### config.mk
export PLATFORM = sky130hd
export DESIGN_NAME = mem_access_ctrl
export DESIGN_NICKNAME = d
export VERILOG_FILES = /design/src/rtl/mem_access_ctrl.sv
export SDC_FILE = /design/constraint.sdc
export NUM_CORES = 1
export LEC_CHECK = 0
export BUFFER_PORTS_ARGS = -buffer_cell sky130_fd_sc_hd__buf_2
export CORE_ASPECT_RATIO = 0.8
export CORE_MARGIN = 2
export CORE_UTILIZATION = 45
export CTS_BUF_LIST = sky130_fd_sc_hd__clkbuf_4 sky130_fd_sc_hd__clkbuf_8
export DETAILED_ROUTE_END_ITERATION = 6
export GPL_TIMING_DRIVEN = 0
export PLACE_DENSITY = 0.74
export SLEW_MARGIN = 20
export SYNTH_ARGS = -nofsm -noshare
export SYNTH_HDL_FRONTEND = slang
export SYNTH_SLANG_ARGS = --single-unit
export TNS_END_PERCENT = 1
### constraint.sdc
create_clock -name clk -period 5.8 [get_ports clk]
set_clock_uncertainty 0.05 [all_clocks]
set_input_delay 0.58 -clock clk [delete_from_list [all_inputs] [get_ports clk]]
set_output_delay 0.58 -clock clk [all_outputs]
set_load 0.05 [all_outputs]
### src/rtl/mem_access_ctrl.sv
// Data RAM initiator for the MEM stage: one load/store at a time,
// big-endian byte lanes, one-cycle response pulse.
module mem_access_ctrl #(
  parameter int WAIT_CYCLES = 0
) (
  input  logic        clk,
  input  logic        rst,
  input  logic        req_valid,
  output logic        req_ready,
  input  logic        req_we,
  input  logic [1:0]  req_size,
  input  logic        req_unsigned,
  input  logic [31:0] req_addr,
  input  logic [31:0] req_wdata,
  output logic        resp_valid,
  output logic [31:0] resp_rdata,
  output logic        resp_err,
  output logic        mem_ce,
  output logic        mem_we,
  output logic [31:0] mem_addr,
  output logic [3:0]  mem_sel,
  output logic [31:0] mem_data_o,
  input  logic [31:0] mem_data_i
);

  typedef enum logic [1:0] {IDLE, ACCESS, RESP} state_t;

  state_t      state;
  state_t      state_nx;
  logic        we_q;
  logic [1:0]  size_q;
  logic        uns_q;
  logic [31:0] addr_q;
  logic [31:0] wdata_q;
  logic [31:0] rdata_q;
  logic        err_q;
  logic [3:0]  cnt;
  logic        accept;
  logic        illegal;
  logic        last;
  logic        in_acc;
  logic [3:0]  sel;
  logic [31:0] lane_data;
  logic [7:0]  ld_b;
  logic [15:0] ld_h;
  logic [31:0] ld_ext;

  assign accept = req_valid && (state == IDLE);
  assign last   = (cnt == 4'd0);
  assign in_acc = (state == ACCESS);

  // Alignment and size legality of the incoming request
  always_comb begin
    illegal = 1'b0;
    unique case (req_size)
      2'b00:   illegal = 1'b0;
      2'b01:   illegal = req_addr[0];
      2'b10:   illegal = |req_addr[1:0];
      default: illegal = 1'b1;
    endcase
  end

  // State register
  always_ff @(posedge clk or posedge rst) begin
    if (rst) state <= IDLE;
    else     state <= state_nx;
  end

  // Next-state logic
  always_comb begin
    state_nx = state;
    unique case (state)
      IDLE:    if (accept) state_nx = illegal ? RESP : ACCESS;
      ACCESS:  if (last) state_nx = RESP;
      RESP:    state_nx = IDLE;
      default: state_nx = IDLE;
    endcase
  end

  // Request capture, wait countdown and load-data capture
  always_ff @(posedge clk or posedge rst) begin
    if (rst) begin
      we_q    <= 1'b0;
      size_q  <= 2'b00;
      uns_q   <= 1'b0;
      addr_q  <= 32'h0;
      wdata_q <= 32'h0;
      rdata_q <= 32'h0;
      err_q   <= 1'b0;
      cnt     <= 4'd0;
    end else if (accept) begin
      we_q    <= req_we;
      size_q  <= req_size;
      uns_q   <= req_unsigned;
      addr_q  <= req_addr;
      wdata_q <= req_wdata;
      rdata_q <= 32'h0;
      err_q   <= illegal;
      cnt     <= 4'(WAIT_CYCLES);
    end else if (in_acc) begin
      if (last) rdata_q <= we_q ? 32'h0 : ld_ext;
      else      cnt <= cnt - 4'd1;
    end
  end

  // Big-endian lane enables and replicated store data
  always_comb begin
    sel       = 4'b1111;
    lane_data = wdata_q;
    unique case (size_q)
      2'b00: begin
        sel       = 4'b1000 >> addr_q[1:0];
        lane_data = {4{wdata_q[7:0]}};
      end
      2'b01: begin
        sel       = addr_q[1] ? 4'b0011 : 4'b1100;
        lane_data = {2{wdata_q[15:0]}};
      end
      default: begin
        sel       = 4'b1111;
        lane_data = wdata_q;
      end
    endcase
  end

  // Load lane extraction and sign/zero extension
  always_comb begin
    ld_b   = mem_data_i[31:24];
    ld_h   = addr_q[1] ? mem_data_i[15:0] : mem_data_i[31:16];
    ld_ext = mem_data_i;
    unique case (addr_q[1:0])
      2'b00:   ld_b = mem_data_i[31:24];
      2'b01:   ld_b = mem_data_i[23:16];
      2'b10:   ld_b = mem_data_i[15:8];
      default: ld_b = mem_data_i[7:0];
    endcase
    unique case (size_q)
      2'b00:   ld_ext = {{24{~uns_q & ld_b[7]}}, ld_b};
      2'b01:   ld_ext = {{16{~uns_q & ld_h[15]}}, ld_h};
      default: ld_ext = mem_data_i;
    endcase
  end

  assign req_ready  = (state == IDLE);
  assign resp_valid = (state == RESP);
  assign resp_rdata = resp_valid ? rdata_q : 32'h0;
  assign resp_err   = resp_valid & err_q;
  assign mem_ce     = in_acc;
  assign mem_we     = in_acc & we_q;
  assign mem_addr   = in_acc ? {addr_q[31:2], 2'b00} : 32'h0;
  assign mem_sel    = in_acc ? sel : 4'b0000;
  assign mem_data_o = in_acc ? lane_data : 32'h0;

endmodule

======== Word-level counts from Yosys, hierarchy flattened ========
Index checks and enable logic that the tools add are counted.
W data, S select, Z words.
word-level totals
  bits in registers ....................... 107
  bits in latches ......................... 0
  memory bits (writable) .................. 0
  memory bits (read-only) ................. 0
  input port bits ......................... 103
  output and inout bits ................... 105
  memories ................................ 0
cells by class
  $add $sub $neg .......................... 1
  $mul .................................... 0
  div/mod/pow operators ................... 0
  order comparisons ....................... 0
  equality and inequality tests ........... 10
  shift operators ......................... 1
  muxes and demuxes ....................... 22
  bitwise logic cells ..................... 5
  reductions and logical operators ........ 12
operator list
  cell                   count
  $mux W32               7
  $pmux W32 S2           2
  $pmux W8 S3            1
  $mux W4                5
  $mux W16               1
  $eq A2 B1 Y1 const B   4
  $logic_not A2 Y1       4
  $pmux W4 S2            1
  $eq A2 B2 Y1 const B   3
  $mux W2                3
  $reduce_and A2 Y1      3
  $and A1 B1 Y1          4
  $logic_not A4 Y1       1
  $ne A2 B2 Y1 const B   2
  $pmux W2 S2            1
  $reduce_bool A2 Y1     2
  $shr A4 B2 Y4 const A  1
  $sub A4 B1 Y4 const B  1
  $pmux W1 S3            1
  $ne A2 B1 Y1 const B   1
  $reduce_or A2 Y1       1
  $logic_and A1 B1 Y1    1
  $not A1 Y1             1

======== Depth between registers and ports, before layout ========
Gate-level depths: netlist of the first run.
  depth in word-level cells ............... 8
  depth in mapped cells ................... 7

======== Least setup slack after synthesis of the first run ========
Ideal clock, no wire load.
  path type ............................... reg-to-output
  start point ............................. register state[1]
  end point ............................... output mem_addr[30]
  arrival time ............................ 1.856 ns
  data required time ...................... 5.170 ns
  slack ................................... 3.314 ns
  stages on the path, launching flop included .. 6
  buffers on the path ..................... 2
  cells stage by stage .................... dfrtp_1 nand2b_1 buf_4 inv_4 clkbuf_1 and2_1
on the way
  word-level cells in the longest chain between the ends .. 2
RTL lines
  what                    RTL line  text
  start, declared         28        state_t state;
  start signal, assigned  66        else state <= state_nx;
  $eq A2 B1 Y1            50        assign in_acc = (state == ACCESS);
  net mem_ce              18        output logic mem_ce,
  $mux W32                150       assign mem_addr = in_acc ? {addr_q[31:2], 2'b00} : 32'h0;
  end, declared           20        output logic [31:0] mem_addr,
The timed path passes the listed nets, and every way through them passes these cells.

======== Final worst setup path of the first run ========
  start point ............................. register addr_q[0]
  end point ............................... output mem_sel[0]
on the way
  word-level cells in the longest chain between the ends .. 3
RTL lines
  what                    RTL line  text
  start, declared         33        logic [31:0] addr_q;
  start signal, assigned  95        addr_q <= req_addr;
  $shr A4 B2 Y4           112       sel = 4'b1000 >> addr_q[1:0];
  $pmux W4 S2             110       unique case (size_q)
  $mux W4                 151       assign mem_sel = in_acc ? sel : 4'b0000;
  end, declared           21        output logic [3:0] mem_sel,
No other way between the ends.

==> flow_summary.yaml, run 1 <==
run_status:
  status: "finished, final reports clean"
synth:
  seq_area_frac_synth_pct: 46.3
  synth-async-reset-ratio_pct: 100
  yosys-top-cells-area: "dfrtp_1 (46%), mux2_2 (15%), and2_1 (7.8%), nor2_1 (3.8%), nand2_1 (3.6%)"
  netlist_area_um2: 5780
  ys_types: 46
  synth_cells: 573
  synth_edf_count: 0
  ys_ff_latch: 107
  synth_top_cell_area_share_pct: 46.3
  avgSynthCellArea_um2: 10.1
  synth_top_area_cell: "dfrtp_1"
  ys_warn_count: 0
  ys.flop_type: "dfrtp_1"
global_routing:
  antenna_found_initial: 4
  gr-total-overflow: 0
  grt_pass1_wl_um: 26500
  grt_pass1_vias: 5212
  grt_use_total_pct: 24.7
  grt_max_degree: 71
timing:
  rsz0062_at_grt: "false"
  post-route-min-period_ps: 2820
  tns_ps: 0
  tightest_slew_ps: 708
  finalMaxSlewViolations: 0
  max_freq_mhz: 354
  setup_viol: 0
  relSlewSlack_pct: 52.8
  hold_viol: 0
  min_period_over_period_pct: 48.7
die:
  die_y_um: 105
  initial_core_util_pct: 45.6
  row_count: 37
  die_area_um2: 13800
  io_pins: 208
  die_w_um: 131
  coreArea_um2: 12700
power:
  power.density_nw_per_um2: 591
  cellLeakagePower_nw: 3.63
  ir_worst_vdd_v: 0.000330
  fin_total_pwr_mw: 4.33
cts:
  clock_path_buffers: 2
  post_cts_buffers: 0
  root_buffer: "clkbuf_8"
  clock_latency_ps: 390
  cts_resized: 0
  path_clk_slew_ps: 110
  cts.sinks: 107
  cts_buffers: 9
  cts-htree-levels: 3
  cts.hold.buffers_added: 0
  cts_tree: "built"
routing:
  wl_per_cell_um: 16.9
  via_per_inst: 5.34
  via_count: 5202
  drtIter0Drc: 414
  firstDrtPassIters: 5
  drc: 0
  finalWirelength_um: 16500
  ant_nets: 0
worst_hold_path:
  worstHoldPathType: "in2async"
placement:
  dp_cells: 955
  place.gp.congestion: 0.939
  dp_hpwl_um: 12500
  port_buffers: 205
final_layout:
  nNetsFinal: 895
  area_growth_pct: 26.8
  fin_util_pct: 57.8
  final_cells: 975
  drive_gt1_share_pct: 42.7
  layout_commonest_cell: "buf_2"
  final_cell_mix: "buf_2 (225), dfrtp_1 (107), mux2_2 (75)"
critical_path:
  path_class: "reg2out"
  crit_path_max_fanout: 8
  critPathLaunch: "addr_q[0]"
  r2r_setup_slack_ps: 3630
  required_ps: 5170
  reg2reg_depth: 6
  critPathLaunchType: "flop"
  crit-reg2reg-launch: "cnt[0]"
  reg2reg_to: "rdata_q[3]"
  cp.arrival_ps: 2190
  end_kind: "output pin"
  crit_end: "mem_sel[0]"
job:
  maxCapViolCount: 0
area by class of cell:
type,instances,area [um2]
Sequential cell,107,2680
Clock inverter,6,119
Fill cell,1166,5350
Timing Repair Buffer,206,1050
Buffer,45,236
Inverter,8,37.5
Antenna cell,4,10.0
Multi-Input combinational cell,414,2840
Clock buffer,10,138
Tap cell,175,219
worst min-delay path by stage:
stage                  endpoint  slack [ps]  cells after the start
floorplan           rdata_q[23]         390                      2
global placement     rdata_q[5]         400                      2
detailed placement   rdata_q[4]         410                      2
CTS                 rdata_q[23]         120                      2
global route        rdata_q[17]         120                      2
finish              rdata_q[17]         120                      2
synthesized netlist by cell type (14+ instances only):
cell type / instances
a21oi_1: 39
and2_1: 72
buf_2: 20
clkbuf_1: 17
dfrtp_1: 107
mux2_2: 75
mux2i_1: 17
nand2_1: 56
nand3_1: 14
nor2_1: 58
o21ai_0: 16
cell families (layout without fill, tap and decap cells):
logic type	count (synthesis)	count (layout)	synth area share, %
compound gates	99	99	11.9
xor+xnor	1	1	0.151
fa+ha+maj	1	1	0.216
buf+inv	53	275	4.65
flops	107	107	46.3
mux	92	92	17.5
other cells	1	6	0.0648
simple gates	219	219	19.2
registers in the layout, indices dropped and copies added (netlist names):
name	count
addr_q	32
rdata_q	32
wdata_q	32
cnt	4
size_q	2
state	2
err_q	1
uns_q	1
we_q	1
per-stage QoR:
stage / area (um2) / setup WS, ps / hold WS, ps
final: 7330 / 2980 / 116
after global routing: 7330 / 2790 / 119
after CTS: 7320 / 2910 / 120
after detailed placement: 7070 / 3380 / 414
after global placement: 7030 / 1150 / 405
after floorplan: 5790 / 2350 / 390
critical path, cell delays in order, from the launching register on:
cell and delay, ps:
dfrtp_1 480, or2_2 350, a21oi_1 590, nor2_1 130, buf_2 250
layer usage:
metal	global-route usage [%]	part of all wire, %	up-vias
met5	0	0	-
met4	6.53	1.9	0
met3	7.77	8.5	29
met2	40.0	47	225
met1	32.0	43	2523
li1	-	-	2425
report_power, final:
part / total (mW) / leakage, nW / switching (mW) / internal, mW
clock: 0.578 / 0.129 / 0.273 / 0.305
combinational: 2.44 / 2.17 / 1.60 / 0.833
sequential: 1.32 / 1.33 / 0.230 / 1.09
Note: power is estimated with default switching activity, not from simulation.
==> run 2, diff against run 1 <==
ABC_AREA = 1   (was unset)
clock period = 2.9 ns   (was 5.8 ns; I/O delays follow)
==> flow_summary.yaml, run 2 <==
die:
  io_pins: 208
  coreArea_um2: 12300
  die_w_um: 130
  row_count: 36
  die_area_um2: 13600
  die_y_um: 105
  initial_core_util_pct: 46.5
cts:
  post_cts_buffers: 0
  cts_tree: "built"
  clock_latency_ps: 380
  root_buffer: "clkbuf_8"
  cts.hold.buffers_added: 1
  cts_buffers: 9
  cts.sinks: 107
  cts_resized: 0
  cts-htree-levels: 3
  clock_path_buffers: 2
  path_clk_slew_ps: 110
power:
  power.density_nw_per_um2: 610
  ir_worst_vdd_v: 0.000267
  cellLeakagePower_nw: 4.08
timing:
  finalMaxSlewViolations: 0
  hold_viol: 0
  max_freq_mhz: 378
  setup_viol: 0
  tightest_slew_ps: 595
  tns_ps: 0
  setup_ws_ps: 254
  min_period_over_period_pct: 91.3
  post-route-min-period_ps: 2650
  relSlewSlack_pct: 60.3
  rsz0062_at_grt: "false"
final_layout:
  layout_commonest_cell: "buf_2"
  drive_gt1_share_pct: 25.7
  reg_top3: "addr_q x32, rdata_q x32, wdata_q x32"
  final_cell_mix: "buf_2 (215), nand2_1 (203), inv_1 (121), nor2_1 (121), dfrtp_1 (107)"
  antennaDiodeCount: 0
  area_growth_pct: 26.4
  final_cells: 1194
  nFillCells: 1203
  nNetsFinal: 1122
  fin_util_pct: 58.8
job:
  maxCapViolCount: 0
synth:
  yosys-top-cells-area: "dfrtp_1 (47%), nand2_1 (13%), o21ai_0 (8.3%), inv_1 (8.0%), nor2_1 (8.0%)"
  synth_common_cells: "nand2_1 (203), inv_1 (122), nor2_1 (121), dfrtp_1 (107), o21ai_0 (95)"
  ys_warn_count: 0
  netlist_area_um2: 5700
  ys_types: 30
  synth_cells: 797
  ys.flop_type: "dfrtp_1"
  synth_most_common_cell: "nand2_1"
  ys_ff_latch: 107
  synth_top_cell_area_share_pct: 47.0
  avgSynthCellArea_um2: 7.15
  synth_top_area_cell: "dfrtp_1"
  synth_edf_count: 0
  seq_area_frac_synth_pct: 47.0
  synth-async-reset-ratio_pct: 100
global_routing:
  grt_use_total_pct: 26.1
  grt_pass1_vias: 5342
  grt_max_degree: 33
  antenna_found_initial: 0
  grt_pass1_wl_um: 27500
  gr-total-overflow: 0
run_status:
  status: "finished, final reports clean"
critical_path:
  end_kind: "output pin"
  cp.arrival_ps: 2310
  crit-reg2reg-launch: "size_q[1]"
  reg2reg_depth: 6
  r2r_setup_slack_ps: 1100
  required_ps: 2560
  reg2reg_to: "rdata_q[4]"
  path_class: "reg2out"
  critPathLaunchType: "flop"
  crit_path_max_fanout: 10
routing:
  wl_per_cell_um: 14.6
  finalWirelength_um: 17400
  drtIter0Drc: 484
  firstDrtPassIters: 5
  ant_nets: 0
  via_count: 5761
  via_per_inst: 4.82
  drc: 0
worst_hold_path:
  worstHoldPathType: "in2reg"
  min_from: "req_wdata[31]"
  hold_depth: 3
  min_to: "wdata_q[31]"
placement:
  place.gp.congestion: 0.938
  place_ws_ps: 714
  port_buffers: 205
  dp_hpwl_um: 13400
  dp_cells: 1177
## run 2: cell count changes after synthesis, sizes merged, moves of 18 or more
cell,delta
nand2,+151
inv,+118
nor2,+67
o21ai,+81
mux2,-75
nand3,+18
and2,-72
## run 2: worst max path at each step
stage | start | to | slack (ps)
2_1_floorplan | state[0] | resp_rdata[10] | 320
3_3_place_gp | rst | wdata_q[21] | 560
3_5_place_dp | size_q[1] | mem_data_o[30] | 710
4_1_cts | size_q[1] | mem_data_o[30] | 280
5_1_grt | size_q[1] | mem_data_o[30] | 120
6_report | size_q[1] | mem_data_o[30] | 250
## run 2: layout make-up
| cell class | count | area (um2) | share of cell area [%] |
|---|---|---|---|
| Tap cell | 171 | 214 | 2.97 |
| Buffer | 40 | 219 | 3.04 |
| Multi-Input combinational cell | 524 | 2320 | 32.3 |
| Clock inverter | 5 | 36.3 | 0.504 |
| Clock buffer | 11 | 151 | 2.10 |
| Inverter | 127 | 485 | 6.74 |
| Timing Repair Buffer | 209 | 1100 | 15.2 |
| Sequential cell | 107 | 2680 | 37.2 |
## run 2: through the flow
step                cell area [um2]  hold slack, ps  total power, mW
floorplan                      5710             350             3.03
detailed placement             7010             290             3.51
finish                         7200            43.5             4.39
CTS                            7200            34.6             4.40
global route                   7200            35.4             4.67
global placement               6950             406             3.47
## run 2: cells by family after synthesis
group / count (synthesis) / share of synthesized area, %
AND/OR/NAND/NOR: 370 / 26.5
AO/OA/AOI/OAI: 150 / 13.7
other: 1 / 0.0658
XOR/XNOR: 1 / 0.154
buffers and inverters: 167 / 12.3
adder cells (fa/ha/maj): 1 / 0.220
flip-flops: 107 / 47.0
## run 2: report_power, final
group	switching [mW]	internal (mW)
Clock	0.534	0.363
Sequential	0.127	1.74
Combinational	1.17	0.459
Total	1.83	2.56
## run 2: metal layers
metal,up-vias,GRT usage [%],share of wire (%),wire [um]
met3,22,4.86,7.3,1280
met4,0,7.83,1.7,304
met1,2587,38.7,49,8470
met2,253,38.7,42,7380
met5,-,0,0,0
li1,2899,-,-,-
## run 2: critical path, cell delays in order (launching register included)
cell      delay, ps
dfrtp_1         470
inv_2           150
buf_2           240
clkbuf_1        470
o22ai_1         150
nor2_1          150
buf_2           290
==> run 3, diff against run 2 <==
HOLD_SLACK_MARGIN = 0.05   (was unset)
==> flow_summary.yaml, run 3 (synthesized netlist as in run 2, its figures left out) <==
final_layout:
  nNetsFinal: 1138
  area_growth_pct: 29.2
  final_cell_mix: "buf_2 (215), nand2_1 (203), inv_1 (121), nor2_1 (121), dfrtp_1 (107)"
  multi_input_area_um2: 2320
  nFillCells: 1190
  antennaDiodeCount: 0
  final_cells: 1210
  layout_commonest_cell: "buf_2"
  reg_top3: "addr_q x32, rdata_q x32, wdata_q x32"
  drive_gt1_share_pct: 25.3
  seqCellArea_um2: 2680
die:
  row_count: 36
  io_pins: 208
  coreArea_um2: 12300
  initial_core_util_pct: 46.5
  die_area_um2: 13600
  die_w_um: 130
  die_y_um: 105
critical_path:
  required_ps: 2560
  r2r_setup_slack_ps: 1100
  critPathLaunch: "size_q[1]"
  critPathLaunchType: "flop"
  cp.arrival_ps: 2300
  path_class: "reg2out"
  crit_path_max_fanout: 10
  end_kind: "output pin"
  reg2reg_depth: 6
  crit-reg2reg-launch: "size_q[1]"
  reg2reg_to: "rdata_q[3]"
  crit_end: "mem_data_o[30]"
cts:
  cts-htree-levels: 3
  cts_tree: "built"
  clock_latency_ps: 380
  cts_resized: 0
  cts_buffers: 9
  path_clk_slew_ps: 110
  root_buffer: "clkbuf_8"
  cts.hold.buffers_added: 17
  cts.sinks: 107
  clock_path_buffers: 2
  post_cts_buffers: 0
timing:
  hold_viol: 0
  setup_viol: 0
  relSlewSlack_pct: 61.6
  tightest_slew_ps: 576
  rsz0062_at_grt: "false"
  finalMaxSlewViolations: 0
  post-route-min-period_ps: 2640
  tns_ps: 0
  max_freq_mhz: 378
  min_period_over_period_pct: 91.1
global_routing:
  gr-total-overflow: 0
  grt_use_total_pct: 26.4
  grt_pass1_wl_um: 27900
  antenna_found_initial: 0
  grt_pass1_vias: 5476
  grt_max_degree: 33
placement:
  port_buffers: 205
  dp_hpwl_um: 13400
  dp_cells: 1177
  place.gp.congestion: 0.938
routing:
  drtIter0Drc: 477
  wl_per_cell_um: 14.6
  finalWirelength_um: 17600
  via_count: 5794
  firstDrtPassIters: 5
  via_per_inst: 4.79
  ant_nets: 0
  drc: 0
job:
  maxCapViolCount: 0
power:
  cellLeakagePower_nw: 4.14
  power.density_nw_per_um2: 599
  ir_worst_vdd_v: 0.000269
  fin_total_pwr_mw: 4.41
run_status:
  status: "finished, final reports clean"
worst_hold_path:
  worstHoldPathType: "in2reg"
## run 3: per-stage QoR
stage          hold slack [ps]  util, %  setup slack (ps)  area, um2
6_report                  62.4     60.1               258       7360
5_1_grt                   61.0     60.1               115       7360
4_1_cts                   50.9     60.1               276       7360
3_5_place_dp               290     57.2               714       7010
3_3_place_gp               406     56.7               556       6950
2_1_floorplan              350        -               316       5710
## run 3: report_power, final
part	leakage (nW)	switching, mW	total, mW	internal (mW)
sequential	1.37	0.127	1.87	1.74
combinational	2.67	1.18	1.65	0.473
clock	0.0997	0.531	0.894	0.363
total	4.14	1.83	4.41	2.58
## run 3: layout make-up
type | count | area share [%]
flip-flops and latches | 107 | 36.4
multi-input cells | 524 | 31.6
repair buffers | 225 | 17.1
inverters | 127 | 6.59
plain buffers | 40 | 2.97
well taps | 171 | 2.91
clock buffers | 11 | 2.06
clock inverters | 5 | 0.493
## run 3: worst min path at each step
stage / from / slack, ps / to / cells after the start
2_1_floorplan: req_wdata[11] / 350 / wdata_q[11] / 2
5_1_grt: req_wdata[4] / 60 / wdata_q[4] / 3
3_5_place_dp: rst / 290 / addr_q[3] / 2
4_1_cts: req_wdata[28] / 50 / wdata_q[28] / 3
6_report: req_addr[26] / 60 / addr_q[26] / 3
3_3_place_gp: wdata_q[20] / 410 / wdata_q[20] / 2
## run 3: layer usage
metal | up-vias | GRT usage (%) | part of all wire [%]
met5 | - | 0 | 0
met4 | 0 | 7.83 | 1.4
met3 | 18 | 4.92 | 7.7
met2 | 242 | 39.6 | 43
met1 | 2607 | 38.9 | 48
li1 | 2927 | - | -
## run 3: worst max-delay path: stages (launching register included)
cell and delay, ps:
dfrtp_1 470, inv_2 150, buf_2 250, clkbuf_1 470
o22ai_1 150, nor2_1 140, buf_2 290
